===== src/rtl/stf_gen.sv =====
// Purpose : 802.11a short-training-field generator, NUM_REP x 16 complex samples per burst.
// Latency : start sampled on edge n -> first sample (t0) presented after edge n; done one cycle after the final accept.
// Backpr. : valid/ready on sample_out; the sample and strobe hold while out_ready is low.
module stf_gen #(
  parameter int NUM_REP = 10,
  parameter bit WINDOW  = 1'b1
) (
  input  logic        clock,
  input  logic        reset,
  input  logic        enable,
  input  logic        start,
  input  logic        abort,
  input  logic [1:0]  gain_shift,
  input  logic        out_ready,
  output logic [31:0] sample_out,
  output logic        sample_out_strobe,
  output logic        busy,
  output logic        done
);

  typedef enum logic [1:0] {
    IDLE = 2'd0,
    RUN  = 2'd1,
    DONE = 2'd2
  } state_t;

  localparam logic [7:0] LAST_REP = 8'(NUM_REP - 1);

  state_t             state;
  logic [3:0]         idx;
  logic [7:0]         rep;
  logic [1:0]         gain_q;

  logic               accept;
  logic               last;
  logic [3:0]         nxt_idx;
  logic [7:0]         nxt_rep;
  logic [1:0]         gain_sel;
  logic [31:0]        raw;
  logic signed [15:0] si;
  logic signed [15:0] sq;
  logic [31:0]        nxt_sample;

  // Short training symbol, time domain, scaled by 8192 and rounded: {I, Q}
  function automatic logic [31:0] stf_rom(input logic [3:0] k);
    logic [31:0] v;
    case (k)
      4'd0:    v = {16'sd377,   16'sd377};
      4'd1:    v = {-16'sd1081, 16'sd16};
      4'd2:    v = {-16'sd106,  -16'sd647};
      4'd3:    v = {16'sd1171,  -16'sd106};
      4'd4:    v = {16'sd754,   16'sd0};
      4'd5:    v = {16'sd1171,  -16'sd106};
      4'd6:    v = {-16'sd106,  -16'sd647};
      4'd7:    v = {-16'sd1081, 16'sd16};
      4'd8:    v = {16'sd377,   16'sd377};
      4'd9:    v = {16'sd16,    -16'sd1081};
      4'd10:   v = {-16'sd647,  -16'sd106};
      4'd11:   v = {-16'sd106,  16'sd1171};
      4'd12:   v = {16'sd0,     16'sd754};
      4'd13:   v = {-16'sd106,  16'sd1171};
      4'd14:   v = {-16'sd647,  -16'sd106};
      default: v = {16'sd16,    -16'sd1081};
    endcase
    return v;
  endfunction

  assign accept = sample_out_strobe & out_ready;
  assign last   = (idx == 4'd15) && (rep == LAST_REP);

  // Pick the position of the sample to present next and shape it (window, then gain)
  always_comb begin
    nxt_idx  = idx;
    nxt_rep  = rep;
    gain_sel = gain_q;
    if (state == IDLE) begin
      nxt_idx  = 4'd0;
      nxt_rep  = 8'd0;
      gain_sel = gain_shift;
    end else if (accept) begin
      nxt_idx = idx + 4'd1;
      if (idx == 4'd15) begin
        nxt_rep = rep + 8'd1;
      end
    end
    raw = stf_rom(nxt_idx);
    si  = raw[31:16];
    sq  = raw[15:0];
    if (WINDOW && (nxt_idx == 4'd0) && (nxt_rep == 8'd0)) begin
      si = si >>> 1;
      sq = sq >>> 1;
    end
    si = si >>> gain_sel;
    sq = sq >>> gain_sel;
    nxt_sample = {si, sq};
  end

  // Burst FSM with registered outputs; abort has priority over everything but enable
  always_ff @(posedge clock or negedge reset) begin
    if (!reset) begin
      state             <= IDLE;
      idx               <= 4'd0;
      rep               <= 8'd0;
      gain_q            <= 2'd0;
      sample_out        <= 32'd0;
      sample_out_strobe <= 1'b0;
      busy              <= 1'b0;
      done              <= 1'b0;
    end else if (!enable) begin
      sample_out        <= 32'd0;
      sample_out_strobe <= 1'b0;
      done              <= 1'b0;
    end else if (abort) begin
      state             <= IDLE;
      idx               <= 4'd0;
      rep               <= 8'd0;
      sample_out        <= 32'd0;
      sample_out_strobe <= 1'b0;
      busy              <= 1'b0;
      done              <= 1'b0;
    end else begin
      case (state)
        IDLE: begin
          done <= 1'b0;
          if (start) begin
            state             <= RUN;
            busy              <= 1'b1;
            gain_q            <= gain_shift;
            idx               <= 4'd0;
            rep               <= 8'd0;
            sample_out        <= nxt_sample;
            sample_out_strobe <= 1'b1;
          end
        end
        RUN: begin
          if (accept && last) begin
            state             <= DONE;
            busy              <= 1'b0;
            done              <= 1'b1;
            idx               <= 4'd0;
            rep               <= 8'd0;
            sample_out        <= 32'd0;
            sample_out_strobe <= 1'b0;
          end else begin
            idx               <= nxt_idx;
            rep               <= nxt_rep;
            sample_out        <= nxt_sample;
            sample_out_strobe <= 1'b1;
          end
        end
        DONE: begin
          state <= IDLE;
          done  <= 1'b0;
        end
        default: begin
          state <= IDLE;
        end
      endcase
    end
  end

endmodule

===== config.mk =====
export PLATFORM = sky130hd
export DESIGN_NAME = stf_gen
export DESIGN_NICKNAME = d
export VERILOG_FILES = /design/src/rtl/stf_gen.sv
export SDC_FILE = /design/constraint.sdc
export NUM_CORES = 1
export LEC_CHECK = 0
export BUFFER_PORTS_ARGS = -buffer_cell sky130_fd_sc_hd__buf_2
export CORE_MARGIN = 5
export CORE_UTILIZATION = 25
export DETAILED_ROUTE_END_ITERATION = 7
export GPL_ROUTABILITY_DRIVEN = 0
export MAX_ROUTING_LAYER = met4
export PLACE_DENSITY_LB_ADDON = 0.15
export SETUP_SLACK_MARGIN = 0.5
export SLEW_MARGIN = 10
export SYNTH_ARGS = -nofsm -noshare
export SYNTH_HDL_FRONTEND = slang
export SYNTH_SLANG_ARGS = --single-unit

===== constraint.sdc =====
create_clock -name clock -period 6.9 [get_ports clock]
set_input_delay 1.035 -clock clock [delete_from_list [all_inputs] [get_ports clock]]
set_output_delay 1.035 -clock clock [all_outputs]
set_load 0.05 [all_outputs]

=== Yosys cells after proc, flatten, opt, wreduce, memory -nomap -nowiden ===
Memories as Yosys holds them, arrays and structs flattened.
Index checks and enable logic that the tools add are counted.

* Register bits after elaboration: 51
* Bits in read-only memories: 512
* Input port bits: 8
* Output and inout port bits: 35
* Logic and storage cells: 76
* Memories: 1

{| class="wikitable"
|+ Memory list
! name !! depth !! bits a word !! read ports !! clocked after memory_dff !! write ports !! RTL line !! text
|-
| (name not given) || 16 || 32 || 1 || 0 || 0 || 47 || <nowiki>case (k)</nowiki>
|}

* $add $sub $neg: 2
* Eq/ne operators: 10
* Shifts and indexed selects: 2
* Mux-type cells: 37
* Bitwise logic cells: 2
* Reduce and logical (&&, ||, !) cells: 14

{| class="wikitable"
|+ Operators by type and width
! cell !! count
|-
| 2-to-1 mux 32 bit || 4
|-
| case mux 32 bit (2 select lines) || 1
|-
| 2-to-1 mux 8 bit || 6
|-
| >>> shifter 16 x 2 -> 16 bit || 2
|-
| 2-to-1 mux 15 bit || 2
|-
| 2-to-1 mux 4 bit || 5
|-
| case mux 8 bit (2 select lines) || 1
|-
| 2-to-1 mux 1 bit || 9
|-
| adder 8 x 1 -> 8 bit, second input constant || 1
|-
| equality test 8 x 4 -> 1 bit, second input constant || 1
|-
| zero test 8 bit || 1
|-
| 2-to-1 mux 2 bit || 4
|-
| != test 4 bit, second input constant || 2
|-
| case mux 4 bit (2 select lines) || 1
|-
| AND reduction 4 bit || 2
|-
| != test 3 bit, second input constant || 2
|-
| case mux 1 bit (2 select lines) || 3
|-
| AND reduction 3 bit || 2
|-
| adder 4 x 1 -> 4 bit, second input constant || 1
|-
| equality test 4 bit, second input constant || 1
|-
| zero test 4 bit || 1
|-
| != test 4 x 1 -> 1 bit, second input constant || 1
|-
| != test 4 x 2 -> 1 bit, second input constant || 1
|-
| case mux 2 bit (2 select lines) || 1
|-
| other kinds (9) || 12
|}

=== Longest topological paths before layout ===
* Word-level depth: 12
* Mapped depth: 14
* Gate-level depth less buffers: 12

=== Worst setup path after synthesis ===
No wires, ideal clock.

* Path type: input to register
* From: in out_ready
* To: reg sample_out[8]
* Library setup time: 122 ps
* Arrival: 3249 ps
* Data required time: 6778 ps
* Slack: 3529 ps
* Cell stages on the path: 12
* Path buffers: 2
* Cells stage by stage: and3_1 nor2_1 nor2_1 inv_1 ha_1 nand2_2 nor4_2 buf_6 nand2_2 buf_6 a211o_1 a32o_1

* Word-level cells in the longest chain between the ends: 11
* Elaborated cells on any way between the ends: 17
* Classes of those cells: shift: 1; mux: 10; bitwise: 1; reduce/logical: 4; memory: 1

{| class="wikitable"
|+ Ends and longest elaborated chain
! item !! RTL line !! text
|-
| from (decl) || 14 || <nowiki>input logic out_ready,</nowiki>
|-
| AND 1 bit (*) || 68 || <nowiki>assign accept = sample_out_strobe & out_ready;</nowiki>
|-
| branches (longest 7 deep; another with memory (16 x 32 bit)) || -- ||
|-
| case mux 32 bit (2 select lines) (*) || 122 || <nowiki>case (state)</nowiki>
|-
| 2-to-1 mux 32 bit (*) || 113 || <nowiki>end else if (abort) begin</nowiki>
|-
| 2-to-1 mux 32 bit (*) || 109 || <nowiki>end else if (!enable) begin</nowiki>
|-
| to (signal assigned) || 131 || <nowiki>sample_out <= nxt_sample;</nowiki>
|-
| to (signal assigned) || 147 || <nowiki>sample_out <= nxt_sample;</nowiki>
|-
| to (decl) || 15 || <nowiki>output logic [31:0] sample_out,</nowiki>
|}

Mark *: on every way between the ends. The select of a mux whose other input is x is not followed.
A chain may end at the register's enable or synchronous reset.

=== Worst setup path after layout ===
* From: in out_ready
* To: reg sample_out[3]

The elaborated chain is that of the path after synthesis.

==> impl_results.md <==
- Outcome: finished, final reports clean
- Syn avg cell area: 8.663 um2
- Postcts setup bufs: 0
- Hold buffer count at CTS: 0
- Max-slew headroom at the worst pin: 0.2665
- Post-DRT Antenna Nets: 0
- Share of cells above drive strength 1: 0.2153
- Die H: 128.9 um
- Drt first pass iters: 4
- Main flop type after synthesis: dfrtp_1
- Worst Path Arrival: 4.77 ns
- Clock sinks: 43
- Post-synthesis register bit count: 43
- Unrepaired setup endpoints after global routing: no
- CP Launch Type: primary input
- Logic pwr share: 0.262
- Crit path max fanout: 15
- IO Pins: 43
- Number of vias per cell: 5.268
- Power Density: 177.4 nW/um2
- Final HPWL DP: 8124 um
- Max clock buf depth: 2
- Final setup viols: 0
- Min Clock Period, post-route: 4.616 ns
- Worst hold path type: reg2reg
- Synth async-reset ratio: 1.000
- Final Cycle Share: 0.6689
- Initial core utilization: 0.2546
- Pre-CTS WS: 2.038 ns
- Post-Route WL: 11250 um
- Drt first-iter violations: 325
- F_max: 216.7 MHz
- Initial antenna violation count: 0
- Crit. End Element: flip-flop
- Syn nets: 426
- Static leakage: 1.711 nW
- Seq/Total Area, Yosys: 0.3044
- CTS buffer count: 5
- Ranking of synthesized cells by area: dfrtp_1, nand2_1, o21ai_0, mux2i_1, mux2_2
- Root Driver: clkbuf_16
- TritonCTS clock tree: done
- Drt wl/cell: 18.38 um
- Final hold violation count: 0
- GR Util All Layers: 0.1423
- WS Path Type: in2reg
- Site row count: 43
- Design internal power: 0.4515 mW
- Slowest cell delay on critical path: 0.95 ns
- Post-synthesis cell count: 408
- Clock Power Share: 0.340
- Post-synth EDFFs: 0
- Vias in the first global route: 3066
- CTS resizes: 0
- Skew final: 0.005688 ns
- Sum Neg Setup Slack: 0 ns
- Nets: 449
- Net Sw Frac: 0.3550
- Area grow syn2layout: 11.65%
- Max-slew violations: 0
- Die X: 128.9 um
- Port Buffers: 42
- Total grt overflow: 0
- Post-synthesis cell type count: 70
- Clk slew on worst S/H paths: 0.06 ns
- Sw power: 0.2485 mW
- Setup WS post-layout: 2.284 ns
- Residual DRC: 0
- Max_cap viols: 0
- Cell taking the most area after synthesis: dfrtp_1
- Largest net degree at the start of global routing: 44
- First-pass GRT wire length: 17950 um
- Clock Latency Late Sink: 0.30 ns
- DIE AREA: 16620 um2
- Synth top area share: 0.3044
- Diode count: 0
- CP Cell Sequence: buf_2 > and3_1 > nor2_1 > nor2_1 > inv_1 > ha_1 > nand2_2 > nor4_2 > and2_1 > o21ai_0 > a41oi_1 > o21ai_0
- Reg power frac: 0.397
- Via Count: 3224
- Core area: 13880 um2
- Worst Max-Slew Pin Slew: 1.091 ns
- Data required, critical path: 7.06 ns
- CTS H-tree depth: 2
- Slowest CP cell: nor4_2
- Synthesized area: 3535 um2
- Yosys warns: 0
- Peak VDD IR: 0.07942 mV
## power by group through the flow
stage / sequential [mW] / clock (mW) / combinational [mW]
floorplan: 0.314 / 0 / 0.0969
global placement: 0.282 / 0 / 0.184
detailed placement: 0.283 / 0 / 0.183
CTS: 0.279 / 0.247 / 0.184
global route: 0.281 / 0.256 / 0.199
finish: 0.278 / 0.238 / 0.184
## layout by cell type, fill, tap and decap left out, types with 7 or more instances in the layout
cell type	n
mux2_2	12
nand2_1	60
buf_2	42
a211oi_1	8
o211ai_1	11
a22o_1	8
a21oi_1	22
ha_1	10
a31oi_1	8
o21ai_0	35
mux2i_1	14
inv_1	8
dfrtp_1	43
nor2_1	27
o221ai_1	7
nand3_1	13
## final timing paths
path / from / endpoint / slack [ns] / cells past startpoint
min in group asynchronous: reset / idx[3]$_DFFE_PN0P_ / 0.94 / 1
max in group asynchronous: reset / sample_out[15]$_DFFE_PN0P_ / 5.30 / 1
setup reg to reg: idx[0]$_DFFE_PN0P_ / sample_out[3]$_DFFE_PN0P_ / 2.45 / 12
hold reg to reg: sample_out[3]$_DFFE_PN0P_ / sample_out[3]$_DFFE_PN0P_ / 0.48 / 2
setup / recovery: out_ready / sample_out[3]$_DFFE_PN0P_ / 2.28 / 12
hold / removal: sample_out[3]$_DFFE_PN0P_ / sample_out[3]$_DFFE_PN0P_ / 0.48 / 2
## synthesized netlist by cell type, types with 5 or more instances
master,instances
nor3_1,5
clkbuf_1,8
a211oi_1,8
nor2_1,27
dfrtp_1,43
a31oi_1,8
buf_6,6
nand3_1,13
o221ai_1,7
nand2_1,60
buf_4,10
ha_1,10
and3_1,5
mux2i_1,16
o211ai_1,11
a22o_1,8
a21oi_1,22
o21ai_0,36
inv_1,8
mux2_2,12
## per-layer routing
layer  wire, um  track usage  vias up
li1           -            -     1576
met1       5458       0.1987     1545
met2       4924       0.2052       88
met3        652      0.02947       15
met4        210      0.04571        0
met5          0            -        -
## stage by stage
step	cell area (um2)	power (mW)	instances	utilization	hold slack, ns
after global placement	3809	0.4665	604	0.2744	0.4690
after detailed placement	3809	0.4659	604	0.2744	0.4770
after floorplan	3535	0.4114	408	-	0.4913
after CTS	3946	0.7091	612	0.2843	0.4913
final	3946	0.7000	612	0.2843	0.4802
after global routing	3946	0.7350	612	0.2843	0.5128
## area by class of cell
type | count | area, um2
Timing Repair Buffer | 46 | 240.2
Clock inverter | 1 | 5.005
Multi-Input combinational cell | 327 | 2237
Inverter | 8 | 30.03
Sequential cell | 43 | 1076
Fill cell | 1485 | 9935
Clock buffer | 7 | 132.6
Tap cell | 180 | 225.2
## worst max-delay path, delay by kind of cell
| family | cells | cell delay, ns |
|---|---|---|
| buffers and inverters | 2 | 0.39 |
| AOI/OAI and AO/OA | 3 | 0.68 |
| and+or+nand+nor | 6 | 2.32 |
| adders and majority gates | 1 | 0.33 |
## cell families (layout without fill, tap and decap cells)
kind of cell / after synthesis / count (layout) / share of synthesized area
mux: 31 / 31 / 0.1005
simple gates: 136 / 136 / 0.1858
flops: 43 / 43 / 0.3044
compound gates: 146 / 146 / 0.2977
xor+xnor: 4 / 4 / 0.009910
fa+ha+maj: 10 / 10 / 0.03540
buf+inv: 38 / 62 / 0.06619
## sequential cells by signal, indices dropped and copies added (netlist names)
name / cells
sample_out: 24
rep: 8
state: 2
busy: 1
gain_q: 2
sample_out_strobe: 1
done: 1
idx: 4
No activity file was read; power rests on OpenSTA's default activity.
